$ cat src/rtl/lsu_mem_ctrl_pkg.sv
// Shared types and constants for the LSU memory-interface stage: FSM state
// encoding, access-size codes, default watchdog limit and the alignment check.
package lsu_mem_ctrl_pkg;

    typedef enum logic [1:0] {
        LsuIdle = 2'b00,
        LsuReq  = 2'b01,
        LsuResp = 2'b10,
        LsuDone = 2'b11
    } lsu_state_e;

    localparam logic [1:0] LSU_SIZE_B = 2'b00;
    localparam logic [1:0] LSU_SIZE_H = 2'b01;
    localparam logic [1:0] LSU_SIZE_W = 2'b10;

    localparam int unsigned LSU_TIMEOUT_DEF = 64;

    // Size 11 has no legal encoding, so it is reported as misaligned.
    function automatic logic lsu_misaligned(input logic [1:0] size, input logic [1:0] lsb);
        logic mis;
        mis = 1'b0;
        if (size == LSU_SIZE_H && lsb[0]) mis = 1'b1;
        if (size == LSU_SIZE_W && lsb != 2'b00) mis = 1'b1;
        if (size == 2'b11) mis = 1'b1;
        return mis;
    endfunction

endpackage

$ cat src/rtl/lsu_mem_ctrl_timeout_cnt.sv
// Response watchdog counter: cleared when a transaction starts, counts every
// cycle the FSM spends waiting on the bus, and flags the cycle that would make
// the total reach LIMIT so the FSM can abort in that same cycle.
module lsu_timeout_cnt #(
    parameter int unsigned LIMIT = 64,
    parameter int unsigned W     = 7
) (
    input  logic i_clk,
    input  logic i_rst,
    input  logic i_clr,
    input  logic i_en,
    output logic o_tc
);

    logic [W-1:0] cnt_q;
    logic [W-1:0] cnt_d;

    // Saturating increment so a stuck enable can never wrap the count.
    always_comb begin
        cnt_d = cnt_q;
        if (i_clr) begin
            cnt_d = '0;
        end else if (i_en && cnt_q != W'(LIMIT)) begin
            cnt_d = cnt_q + W'(1);
        end
    end

    // Counter register with synchronous reset.
    always_ff @(posedge i_clk) begin
        if (i_rst) begin
            cnt_q <= '0;
        end else begin
            cnt_q <= cnt_d;
        end
    end

    assign o_tc = i_en && (cnt_q == W'(LIMIT - 1));

endmodule

$ cat src/rtl/lsu_mem_ctrl.sv
// LSU memory-interface stage: runs one valid/ready bus transaction per
// load/store, stalls the core while it is in flight and returns the raw read
// word. Optional build macro LSU_MISALIGN_TRAP_EN completes misaligned
// accesses immediately with an error instead of issuing them on the bus.
module lsu_mem_ctrl
    import lsu_mem_ctrl_pkg::*;
#(
    parameter int unsigned TIMEOUT_CYC = LSU_TIMEOUT_DEF,
    parameter int unsigned TO_W        = $clog2(TIMEOUT_CYC + 1)
) (
    input  logic        i_clk,
    input  logic        i_rst,
    input  logic        i_req_valid,
    input  logic        i_req_we,
    input  logic [1:0]  i_req_size,
    input  logic [31:0] i_req_addr,
    input  logic [31:0] i_req_wdata,
    input  logic [3:0]  i_req_strb,
    output logic        o_stall,
    output logic        o_done,
    output logic        o_ld_valid,
    output logic [31:0] o_ld_data,
    output logic        o_err,
    output logic        o_mem_valid,
    input  logic        i_mem_ready,
    output logic        o_mem_we,
    output logic [31:0] o_mem_addr,
    output logic [31:0] o_mem_wdata,
    output logic [3:0]  o_mem_strb,
    input  logic        i_mem_rvalid,
    input  logic [31:0] i_mem_rdata
);

    lsu_state_e  state_q;
    logic        mem_valid_q;
    logic        mem_we_q;
    logic [31:0] mem_addr_q;
    logic [31:0] mem_wdata_q;
    logic [3:0]  mem_strb_q;
    logic        done_q;
    logic        err_q;
    logic        ld_valid_q;
    logic [31:0] ld_data_q;
    logic        stall;
    logic        to_clr;
    logic        to_en;
    logic        to_tc;
    logic        misaligned;

`ifdef LSU_MISALIGN_TRAP_EN
    assign misaligned = lsu_misaligned(i_req_size, i_req_addr[1:0]);
`else
    // Without the trap the size code and low address bits are not needed.
    logic unused_req_bits;
    assign unused_req_bits = ^{i_req_size, i_req_addr[1:0]};
    assign misaligned      = 1'b0;
`endif

    assign to_clr = (state_q == LsuIdle) && i_req_valid;
    assign to_en  = (state_q == LsuReq) || (state_q == LsuResp);

    lsu_timeout_cnt #(
        .LIMIT (TIMEOUT_CYC),
        .W     (TO_W)
    ) u_timeout_cnt (
        .i_clk (i_clk),
        .i_rst (i_rst),
        .i_clr (to_clr),
        .i_en  (to_en),
        .o_tc  (to_tc)
    );

    // Transaction FSM; all completion and bus outputs are registered here.
    always_ff @(posedge i_clk) begin
        if (i_rst) begin
            state_q     <= LsuIdle;
            mem_valid_q <= 1'b0;
            mem_we_q    <= 1'b0;
            mem_addr_q  <= '0;
            mem_wdata_q <= '0;
            mem_strb_q  <= '0;
            done_q      <= 1'b0;
            err_q       <= 1'b0;
            ld_valid_q  <= 1'b0;
            ld_data_q   <= '0;
        end else begin
            done_q     <= 1'b0;
            err_q      <= 1'b0;
            ld_valid_q <= 1'b0;
            unique case (state_q)
                LsuIdle: begin
                    if (i_req_valid) begin
                        mem_we_q    <= i_req_we;
                        mem_addr_q  <= {i_req_addr[31:2], 2'b00};
                        mem_wdata_q <= i_req_wdata;
                        mem_strb_q  <= i_req_we ? i_req_strb : 4'b0000;
                        if (misaligned) begin
                            state_q   <= LsuDone;
                            done_q    <= 1'b1;
                            err_q     <= 1'b1;
                            ld_data_q <= '0;
                        end else begin
                            state_q     <= LsuReq;
                            mem_valid_q <= 1'b1;
                        end
                    end
                end
                LsuReq: begin
                    // The watchdog wins over a same-cycle handshake.
                    if (to_tc) begin
                        state_q     <= LsuDone;
                        mem_valid_q <= 1'b0;
                        done_q      <= 1'b1;
                        err_q       <= 1'b1;
                        ld_data_q   <= '0;
                    end else if (i_mem_ready) begin
                        mem_valid_q <= 1'b0;
                        if (mem_we_q) begin
                            state_q <= LsuDone;
                            done_q  <= 1'b1;
                        end else begin
                            state_q <= LsuResp;
                        end
                    end
                end
                LsuResp: begin
                    if (to_tc) begin
                        state_q   <= LsuDone;
                        done_q    <= 1'b1;
                        err_q     <= 1'b1;
                        ld_data_q <= '0;
                    end else if (i_mem_rvalid) begin
                        state_q    <= LsuDone;
                        done_q     <= 1'b1;
                        ld_valid_q <= 1'b1;
                        ld_data_q  <= i_mem_rdata;
                    end
                end
                LsuDone: begin
                    // A request seen here is the instruction just completed.
                    state_q <= LsuIdle;
                end
                default: state_q <= LsuIdle;
            endcase
        end
    end

    // Stall decode; in IDLE it follows the incoming request directly.
    always_comb begin
        stall = 1'b0;
        unique case (state_q)
            LsuIdle:         stall = i_req_valid;
            LsuReq, LsuResp: stall = 1'b1;
            LsuDone:         stall = 1'b0;
            default:         stall = 1'b0;
        endcase
    end

    assign o_stall     = stall;
    assign o_done      = done_q;
    assign o_err       = err_q;
    assign o_ld_valid  = ld_valid_q;
    assign o_ld_data   = ld_data_q;
    assign o_mem_valid = mem_valid_q;
    assign o_mem_we    = mem_we_q;
    assign o_mem_addr  = mem_addr_q;
    assign o_mem_wdata = mem_wdata_q;
    assign o_mem_strb  = mem_strb_q;

endmodule

$ cat config.mk
export PLATFORM = sky130hd
export DESIGN_NAME = lsu_mem_ctrl
export DESIGN_NICKNAME = d
export VERILOG_FILES = /design/src/rtl/lsu_mem_ctrl_pkg.sv /design/src/rtl/lsu_mem_ctrl_timeout_cnt.sv /design/src/rtl/lsu_mem_ctrl.sv
export SDC_FILE = /design/constraint.sdc
export NUM_CORES = 1
export LEC_CHECK = 0
export BUFFER_PORTS_ARGS = -buffer_cell sky130_fd_sc_hd__buf_2
export CAP_MARGIN = 5
export CELL_PAD_IN_SITES_DETAIL_PLACEMENT = 2
export CELL_PAD_IN_SITES_GLOBAL_PLACEMENT = 2
export CORE_ASPECT_RATIO = 0.5
export CORE_UTILIZATION = 27
export CTS_CLUSTER_DIAMETER = 150
export DETAILED_ROUTE_END_ITERATION = 8
export MAX_ROUTING_LAYER = met4
export PLACE_DENSITY = 0.93
export SLEW_MARGIN = 20
export SYNTH_ARGS = -nofsm -noshare
export SYNTH_HDL_FRONTEND = slang
export SYNTH_SLANG_ARGS = --single-unit
$ cat constraint.sdc
create_clock -name i_clk -period 2.8 [get_ports i_clk]
set_input_delay 0.28 -clock i_clk [delete_from_list [all_inputs] [get_ports i_clk]]
set_output_delay 0.28 -clock i_clk [all_outputs]
set_load 0.1 [all_outputs]
Yosys cells after proc, flatten, opt, wreduce, memory -nomap -nowiden. Cells that the tools add are included.

Bits in registers: 112. Input bits: 108. Output and inout port bits: 106. Word-level logic and storage cells: 62.

Add/subtract/negate cells: 1. Equal/unequal tests: 9. Muxes and demuxes: 24. Bitwise operators: 2. Reductions and logical operators: 15.

Operator list (number): $mux W32 (3); $pmux W32 S2 (1); $mux W1 (10); $mux W2 (5); $reduce_and A3 Y1 (3); $pmux W2 S4 (1); $add A7 B1 Y7 const B (1); $eq A7 B6 Y1 const B (1); $ne A7 B7 Y1 const B (1); $ne A3 B3 Y1 const B (2); $reduce_or A2 Y1 (3); $eq A2 B2 Y1 const B (2); $mux W4 (1); $ne A2 B2 Y1 const B (2); $pmux W1 S2 (2); $reduce_bool A2 Y1 (2); $logic_and A1 B1 Y1 (3); $pmux W1 S3 (1); $reduce_or A3 Y1 (1); $eq A2 B1 Y1 const B (1); $logic_not A2 Y1 (1); $not A1 Y1 (2); $reduce_and A2 Y1 (1); $logic_or A1 B1 Y1 (1).

Logic depth before layout (Yosys ltp). Gate-level depths: netlist (run 1).

Depth in word-level cells: 5. Mapped depth: 8. Gate-level depth less buffers: 6.

By module. From an unflattened synthesis (run 1), not the netlist that was laid out.

Cell total of the unflattened synthesis: 521. Area total of the unflattened synthesis: 4372.9 µm².

By module, submodules not included: lsu_mem_ctrl (instances 1, cells an instance 479, area each 4017.6 µm², sequential area each 2102.0 µm²); lsu_timeout_cnt (instances 1, cells an instance 42, area each 355.3 µm², sequential area each 140.1 µm²).

Worst setup path after synthesis (run 1). Ideal clock, no wire load.

Path kind: reg-to-reg. Start: register state_q[0]. End: register ld_data_q[0] (netlist: o_ld_data[0]). Library setup time: 0.072 ns. Arrival: 1.761 ns. Data required time: 2.728 ns. Path slack: 0.968 ns. Stages on the path, launching flop included: 9. Path buffers: 2. Period minus slack after synthesis: 1.832 ns. Path through: dfxtp_1 inv_1 ha_1 and3_1 buf_2 nand2_2 a21oi_4 buf_6 mux2i_1.

Longest elaborated chain between the ends: 5. Elaborated cells between the ends (all ways): 10. Those cells by class: 4 x eq/ne; 2 x mux; 4 x reduce/logical.

Ends and longest elaborated chain: start: declaration (line lsu_mem_ctrl.sv:34) `lsu_state_e state_q;`; start signal: assignment (line lsu_mem_ctrl.sv:76) `state_q <= LsuIdle;`; start signal: assignment (line lsu_mem_ctrl.sv:98) `state_q <= LsuDone;`; start signal: assignment (line lsu_mem_ctrl.sv:103) `state_q <= LsuReq;`; $eq A2 B1 Y1 / $eq A2 B2 Y1 (equally long branches) (line lsu_mem_ctrl.sv:60, lsu_mem_ctrl.sv:90); $logic_or A1 B1 Y1 (line lsu_mem_ctrl.sv:60) `assign to_en = (state_q == LsuReq) || (state_q == LsuResp);`; $logic_and A1 B1 Y1 (line lsu_mem_ctrl_timeout_cnt.sv:37) `assign o_tc = i_en && (cnt_q == W'(LIMIT - 1));`; $ne A3 B3 Y1 (no line), or another cell as far along; $reduce_and A3 Y1 (no line) / $pmux W32 S2 (equally long branches); end signal: assignment (line lsu_mem_ctrl.sv:136) `ld_data_q <= i_mem_rdata;`; end: declaration (line lsu_mem_ctrl.sv:43) `logic [31:0] ld_data_q;`.

Parallel ways exist; a longest one is shown, timed or not. A chain may end at the register's enable or synchronous reset.

Final worst setup path (run 1).
Start: register state_q[0]. End: register ld_data_q[21] (netlist: o_ld_data[21]).

Same word-level chain as after synthesis.

==> results.cfg, run 1 <==
[place]
hpwlAfterDp_um = 11570
port_buffers = 207
place_ws_ps = 481.1
routabilityCongestion = 0.7320

[sta]
rsz0062_at_grt = no
max_freq_mhz = 428.9
tns_ps = 0
finalHoldViolations = 0
min_period_over_period_pct = 83.28
fin_crit_ps = 2332
fin_skew_ps = 15.27
maxSlewViolCount = 0
fin_hold_ws_ps = 159.8
worst_slack_ps = 468.3
slew_headroom_pct = 61.20
worstMarginPinSlew_ps = 577.0
setup_viol = 0

[floorplanning]
core-area_um2 = 15620
die_area_um2 = 16740
die_h_um = 91.99
ios = 214
start_util_pct = 28.00
dieWidth_um = 182.0
rows = 32

[detailed_routing]
drc_errors = 0
wirelength_um = 15140
ant_nets = 0
drtPass1Iterations = 4
drtIter0Drc = 90
vias_per_cell = 4.650
route.detailed.wl_per_inst_um = 16.46
vias = 4278

[yosys]
ys_warn_count = 0
avgSynthCellArea_um2 = 8.475
synth_top_area_cell = dfxtp_1
synth_top_area_share_pct = 51.27
async_flop_share_pct = 0
synth.most_common_cell = nand2_1
syn_inst = 516
synth_cell_type_count = 35
netlist_area_um2 = 4373
ys_seq_area_share_pct = 51.27
synth_edf_count = 0
synthTopCellsByCount = nand2_1 (166), dfxtp_1 (112), a21oi_1 (73)
ys_ff_latch = 112
synth_flop_cell = dfxtp_1
yosys-top-cells-area = dfxtp_1 (51%), nand2_1 (14%), a21oi_1 (8.4%)

[power]
vdd_drop_max_mv = 0.3425
pwr-share-comb_pct = 46.9
cellPowerDensity_nw_per_um2 = 1042
p_leak_nw = 2.664
switching_power_mw = 3.061
seqPwrFrac_pct = 31.3
p_clk_share_pct = 21.8
p_int_mw = 3.084
p_sw_share_pct = 49.82

[worst_setup_path]
worstReg2RegStart = state_q[0]$_SDFFE_PP0P_
max_stage_delay_ps = 420
cp_cell_sequence = inv_1, ha_1, and3_1, nand2_2, a21oi_4, buf_12, mux2i_1
cp_max_fo = 32
start_kind = flip-flop
rrSetupSlack_ps = 470
cp.required_ps = 3070
arrival_ps = 2600
critical_path.slowest_cell = dfxtp_1
path_class = flip-flop to flip-flop
end_kind = flip-flop
r2r_cells = 7
timing.rr.end = o_ld_data[21]$_SDFFE_PP0P_

[cts]
hold_buffers = 0
clk_latency_ps = 360
cts_setup_buffers = 0
clk_path_buf_depth = 2
clkTransAtPathRegs_ps = 90
cts.repair.resized = 0
htree_levels = 3
cts_root_buf = clkbuf_16
tritoncts = built
clock_sinks = 112
cts_buffers = 9

[cells_and_area]
drive_gt1_share_pct = 33.57
syn_to_final_growth_pct = 34.82
n_fill_cell = 1818
final_nets = 824

[global_routing]
grt_max_degree = 36
grt_pass1_vias = 4879
globalRouteOverflowTotal = 0
antenna_found_initial = 1
grt_pass1_wl_um = 24390
track_usage_pct = 19.06

[worst_hold_path]
hold_start = i_req_wdata[2]
hold_depth = 3
hold_end = o_mem_wdata[2]$_SDFFE_PP0P_
hp-class = primary input to flip-flop

[flow_run]
max_cap_viol_count = 0

[run_status]
outcome = finished, final reports clean
[how the worst max path moves through the flow]
stage	endpoint	cells past startpoint	start
global placement	o_ld_data[9]$_SDFFE_PP0P_	7	state_q[0]$_SDFFE_PP0P_
floorplan	o_ld_data[0]$_SDFFE_PP0P_	8	state_q[0]$_SDFFE_PP0P_
CTS	o_ld_data[21]$_SDFFE_PP0P_	7	state_q[0]$_SDFFE_PP0P_
detailed placement	o_ld_data[21]$_SDFFE_PP0P_	7	state_q[0]$_SDFFE_PP0P_
global route	o_ld_data[21]$_SDFFE_PP0P_	7	state_q[0]$_SDFFE_PP0P_
finish	o_ld_data[21]$_SDFFE_PP0P_	7	state_q[0]$_SDFFE_PP0P_
[cell families after synthesis]
| group | after synthesis | share of synthesized area [%] |
|---|---|---|
| AO/OA/AOI/OAI | 84 | 10.42 |
| XOR/XNOR | 5 | 1.001 |
| adder cells (fa/ha/maj) | 6 | 1.717 |
| buffers and inverters | 40 | 4.263 |
| flip-flops | 112 | 51.27 |
| multiplexers | 35 | 8.040 |
| other | 1 | 0.08575 |
| AND/OR/NAND/NOR | 233 | 23.20 |
[routing by layer]
metal | share of wire, % | global-route usage [%]
met5 | 0 | -
met4 | 1.5 | 5.042
met3 | 3.6 | 4.289
met2 | 56 | 37.53
met1 | 39 | 18.96
[power by group through the flow]
stage,clock (mW),combinational [mW],sequential [mW]
finish,1.34,2.88,1.93
global route,1.45,3.04,1.95
CTS,1.40,2.92,1.93
detailed placement,0,2.91,1.96
global placement,0,2.82,1.94
floorplan,0,0.943,3.34
[layout by cell type, fill, tap and decap left out, types with 6 or more instances in the layout]
cell type and instances:
a21oi_1 73, buf_2 207, buf_4 9, clkbuf_16 9, dfxtp_1 112, ha_1 6
mux2i_1 34, nand2_1 165, nand2b_1 39, nand3_1 6, nor2_1 9
[area by class of cell]
cell class / instances / area [um2] / share of cell area [%]
clock buffers: 10 / 229.0 / 3.884
inverters: 5 / 18.77 / 0.3183
flip-flops and latches: 112 / 2242 / 38.03
repair buffers: 217 / 1124 / 19.06
multi-input cells: 365 / 1952 / 33.11
well taps: 204 / 255.2 / 4.329
diodes: 1 / 2.502 / 0.04244
clock inverters: 6 / 72.57 / 1.231
[through the flow]
stage	utilization [%]	area, um2	cells	power [mW]
after global routing	37.76	5896	920	6.448
after floorplan	-	4377	517	4.282
after detailed placement	35.81	5592	903	4.875
final	37.76	5896	920	6.145
after global placement	35.81	5592	903	4.761
after CTS	37.74	5893	919	6.246
[sequential cells by signal (all words and copies together) (netlist names)]
signal / count
o_done: 1
o_err: 1
o_ld_data: 32
o_ld_valid: 1
o_mem_addr: 30
o_mem_strb: 4
o_mem_valid: 1
o_mem_wdata: 32
o_mem_we: 1
state_q: 2
u_timeout_cnt.cnt_q: 7
[worst max-delay path: cells and delay by family, from the launching register on]
kind | cells | cell delay, ps
AO/OA/AOI/OAI | 1 | 180
adder cells (fa/ha/maj) | 1 | 420
buffers and inverters | 2 | 370
flip-flops | 1 | 420
multiplexers | 1 | 250
AND/OR/NAND/NOR | 2 | 580
Power figures use the tool's default switching activity.
==> run 2: changes to the inputs <==
- CORE_UTILIZATION: 27 -> 25
- PLACE_DENSITY: 0.93 -> 0.88
- clock period: 2.8 -> 2.4 ns (I/O delays scaled with it)
==> run 2 against run 1 <==
Sequential cell count did not move. First-iteration DRC count shrank 11%. Clock skew shrank 3.7 ps. Non-clock buffer count stayed put. Sequential share of layout area decreased by 0.30 points. Critical path type unchanged. Routed wire length down 2.8%. Largest power group unchanged. Critical path depth stayed put. Register-to-register slack lost 250 ps. Hold slack worse by 43 ps. Highest routed layer unchanged. Via count fell by 1.3%. Sequential power is 16% higher.
==> results.cfg, run 2 (same netlist as run 1, synthesis figures left out) <==
[cts]
clk_latency_ps = 350
cts_buffers = 9
cts_root_buf = clkbuf_16
tritoncts = built
cts.repair.resized = 0
hold_buffers = 0
clkTransAtPathRegs_ps = 80
cts_setup_buffers = 0
clock_sinks = 112
clk_path_buf_depth = 2
htree_levels = 3

[worst_hold_path]
hp-class = primary input to flip-flop
hold_start = i_req_addr[15]
hold_depth = 3

[run_status]
outcome = finished, final reports clean

[floorplanning]
rows = 33
dieWidth_um = 189.0
die_area_um2 = 18060
ios = 214
start_util_pct = 26.15
die_h_um = 95.52
core-area_um2 = 16720

[worst_setup_path]
cp.required_ps = 2670
start_kind = flip-flop
r2r_cells = 7
rrSetupSlack_ps = 220
cp_cell_sequence = inv_1, ha_1, and3_1, nand2_2, a21oi_4, buf_12, mux2i_1
end_kind = flip-flop
path_buf_inv = 2
worstReg2RegStart = state_q[0]$_SDFFE_PP0P_
crit_path_start = state_q[0]$_SDFFE_PP0P_
arrival_ps = 2450
max_stage_delay_ps = 440
crit_family = adder cells
path_class = flip-flop to flip-flop
critical_path.slowest_cell = ha_1
cp_max_fo = 24
cp.depth = 7

[detailed_routing]
vias = 4222
drtPass1Iterations = 4
vias_per_cell = 4.487
drc_errors = 0
route.detailed.wl_per_inst_um = 15.63
wirelength_um = 14710
drtIter0Drc = 80
ant_nets = 0

[cells_and_area]
antennaDiodeCount = 0
final_common_cell = buf_2
syn_to_final_growth_pct = 35.88
drive_gt1_share_pct = 33.61
fin_util_pct = 35.53
final_nets = 824
final_cell_mix = buf_2 (206), nand2_1 (165), dfxtp_1 (112), a21oi_1 (73), nand2b_1 (39)

[place]
port_buffers = 207
hpwlAfterDp_um = 10990
routabilityCongestion = 0.7589

[flow_run]
max_cap_viol_count = 0

[sta]
worstMarginPinSlew_ps = 529.4
rsz0062_at_grt = no
finalHoldViolations = 0
fin_skew_ps = 11.62
max_freq_mhz = 458.2
min_period_over_period_pct = 90.93
maxSlewViolCount = 0
tns_ps = 0
slew_headroom_pct = 64.58
setup_viol = 0
fin_crit_ps = 2182

[global_routing]
grt_max_degree = 47
globalRouteOverflowTotal = 0
grt_pass1_wl_um = 23140
grt_pass1_vias = 4622
track_usage_pct = 16.90
antenna_found_initial = 0

[power]
cellPowerDensity_nw_per_um2 = 1208
vdd_drop_max_mv = 0.3741
p_leak_nw = 2.675
-- run 2: stage by stage --
step / area, um2 / power, mW / setup WS (ps) / hold slack [ps] / instances
global route: 5942 / 7.549 / 57.73 / 105.2 / 941
CTS: 5942 / 7.307 / 174.5 / 99.92 / 941
detailed placement: 5648 / 5.717 / 247.1 / 448.6 / 926
floorplan: 4377 / 4.996 / 567.8 / 361.7 / 517
global placement: 5648 / 5.614 / 384.9 / 436.1 / 926
finish: 5942 / 7.178 / 217.7 / 116.4 / 941
-- run 2: where the power goes --
group / leakage, nW / internal (mW) / switching (mW)
sequential: 0.913 / 2.11 / 0.133
clock: 0.142 / 0.814 / 0.733
combinational: 1.62 / 0.692 / 2.70
total: 2.67 / 3.61 / 3.56
-- run 2: per-layer routing --
metal  vias up  share of wire (%)  global-route usage, %
li1       2050                  -                      -
met1      2057                 40                  17.49
met2        97                 55                  31.99
met3        18                4.1                  4.269
met4         0                1.6                  5.108
met5         -                  0                      -
-- run 2: path summary, 6_finish.rpt --
check | to
max reg2reg | o_ld_data[28]$_SDFFE_PP0P_
min reg2reg | o_mem_addr[10]$_SDFFE_PP0P_
min | o_mem_addr[15]$_SDFFE_PP0P_
max | o_ld_data[28]$_SDFFE_PP0P_
-- run 2: tightest hold or removal path: cells and delay by family --
family | cells | cell delay, ps
compound gates | 1 | 50
buf+inv | 1 | 90
simple gates | 1 | 40
-- run 2: area by class of cell --
| class | instances | area (um2) |
|---|---|---|
| timing repair buffer | 217 | 1151 |
| clock buffer | 9 | 225.2 |
| fill | 1971 | 10780 |
| multi-input combinational | 365 | 1952 |
| sequential | 112 | 2242 |
| inverter | 5 | 18.77 |
| clock inverter | 6 | 68.82 |
| tap | 227 | 284.0 |
==> run 3: changes to the inputs <==
- GPL_TIMING_DRIVEN: default -> 1
- SETUP_SLACK_MARGIN: default -> 0.3
==> run 3 against run 2 <==
Combinational power rose by 3%. Critical path type unchanged. Clock power barely moved. Worst setup slack improved by 210 ps. Clock skew fell by 1.0 ps. Die area did not move. Routed wire length rose by 2.1%. Critical endpoint unchanged. Largest power group unchanged.
==> results.cfg, run 3 (same netlist as run 1, synthesis figures left out) <==
[detailed_routing]
vias = 4234
drtIter0Drc = 76
wirelength_um = 15010
ant_nets = 0
vias_per_cell = 4.490
route.detailed.wl_per_inst_um = 15.92
drc_errors = 0
drtPass1Iterations = 4

[cells_and_area]
fin_cells = 943
syn_to_final_growth_pct = 37.05
final_cell_mix = buf_2 (205), nand2_1 (165), dfxtp_1 (112), a21oi_1 (73), nand2b_1 (39)
antennaDiodeCount = 0
drive_gt1_share_pct = 33.94
final_cell_area_um2 = 5993
final_nets = 826
final_common_cell = buf_2

[cts]
clock_sinks = 112
clk_latency_ps = 350
hold_buffers = 0
cts_root_buf = clkbuf_16
clk_path_buf_depth = 2
tritoncts = built
cts_buffers = 9
htree_levels = 3
clkTransAtPathRegs_ps = 80

[worst_setup_path]
max_stage_delay_ps = 390
cp.required_ps = 2670
critical_path.slowest_cell = dfxtp_1
path_buf_inv = 2
start_kind = flip-flop
crit_family = flip-flops
crit_path_start = state_q[0]$_SDFFE_PP0P_
path_class = flip-flop to flip-flop
cp.depth = 7
r2r_cells = 7
cp_max_fo = 12
arrival_ps = 2230
end_kind = flip-flop
cp_cell_sequence = inv_1, ha_4, and3_1, nand2_2, a21oi_4, buf_12, mux2i_1
worstReg2RegStart = state_q[0]$_SDFFE_PP0P_

[flow_run]
max_cap_viol_count = 0

[floorplanning]
dieWidth_um = 189.0
core-area_um2 = 16720
die_h_um = 95.52
rows = 33
start_util_pct = 26.15
die_area_um2 = 18060
ios = 214

[sta]
fin_skew_ps = 10.60
slew_headroom_pct = 64.60
fin_crit_ps = 1968
fin_hold_ws_ps = 115.8
max_freq_mhz = 508.3
min_period_over_period_pct = 81.98
worstMarginPinSlew_ps = 529.2
tns_ps = 0
setup_viol = 0
finalHoldViolations = 0
maxSlewViolCount = 0
rsz0062_at_grt = no

[place]
placed_area_um2 = 5648
hpwlAfterDp_um = 10990
placedCellCount = 926
routabilityCongestion = 0.7589
port_buffers = 207

[global_routing]
antenna_found_initial = 0
globalRouteOverflowTotal = 0
grt_pass1_vias = 4625
grt_pass1_wl_um = 23210
grt_max_degree = 47
track_usage_pct = 16.98

[worst_hold_path]
hold_depth = 3
hold_start = i_req_addr[15]
hp-class = primary input to flip-flop

[run_status]
outcome = finished, final reports clean

[power]
vdd_drop_max_mv = 0.3762
totalPowerFinal_mw = 7.273
p_leak_nw = 2.693
cellPowerDensity_nw_per_um2 = 1213
run 3: per-layer routing:
layer | GRT usage [%] | wire (um) | up-vias
li1 | - | - | 2053
met1 | 17.56 | 6016 | 2066
met2 | 32.11 | 8143 | 95
met3 | 4.269 | 593 | 20
met4 | 5.242 | 257 | 0
met5 | - | 0 | -
run 3: worst min-delay path, cell delays in order:
cell and delay, ps:
buf_2 90, nand2_1 40, a21oi_1 50
run 3: where the power goes:
part	switching [mW]	total (mW)	internal, mW
sequential	0.134	2.24	2.11
clock	0.730	1.54	0.814
combinational	2.73	3.49	0.758
total	3.59	7.27	3.68
run 3: path summary, 6_finish.rpt:
| check | to | slack (ps) |
|---|---|---|
| setup / recovery | o_ld_data[28]$_SDFFE_PP0P_ | 430 |
| hold / removal | o_mem_addr[15]$_SDFFE_PP0P_ | 120 |
| setup reg to reg | o_ld_data[28]$_SDFFE_PP0P_ | 430 |
| hold reg to reg | o_mem_addr[10]$_SDFFE_PP0P_ | 450 |
run 3: timing repair:
item | CTS | global route
pin swaps | 1 | 1
setup endpoints to repair | 31 | 30
gates cloned | 0 | 1
setup buffers | 1 | 0
resized for setup | 2 | 2
run 3: area by class of cell:
cell class	count	area, um2
Fill cell	1967	10730
Sequential cell	112	2242
Multi-Input combinational cell	365	1964
Timing Repair Buffer	219	1190
Tap cell	227	284.0
Clock buffer	9	225.2
Clock inverter	6	68.82
Inverter	5	18.77
run 3: per-stage QoR:
| stage | worst slack (ps) | utilization, % |
|---|---|---|
| 6_report | 432.5 | 35.84 |
| 5_1_grt | 301.1 | 35.84 |
| 3_5_place_dp | 247.1 | 33.77 |
| 4_1_cts | 302.2 | 35.61 |
| 3_3_place_gp | 384.9 | 33.77 |
| 2_1_floorplan | 567.8 | - |
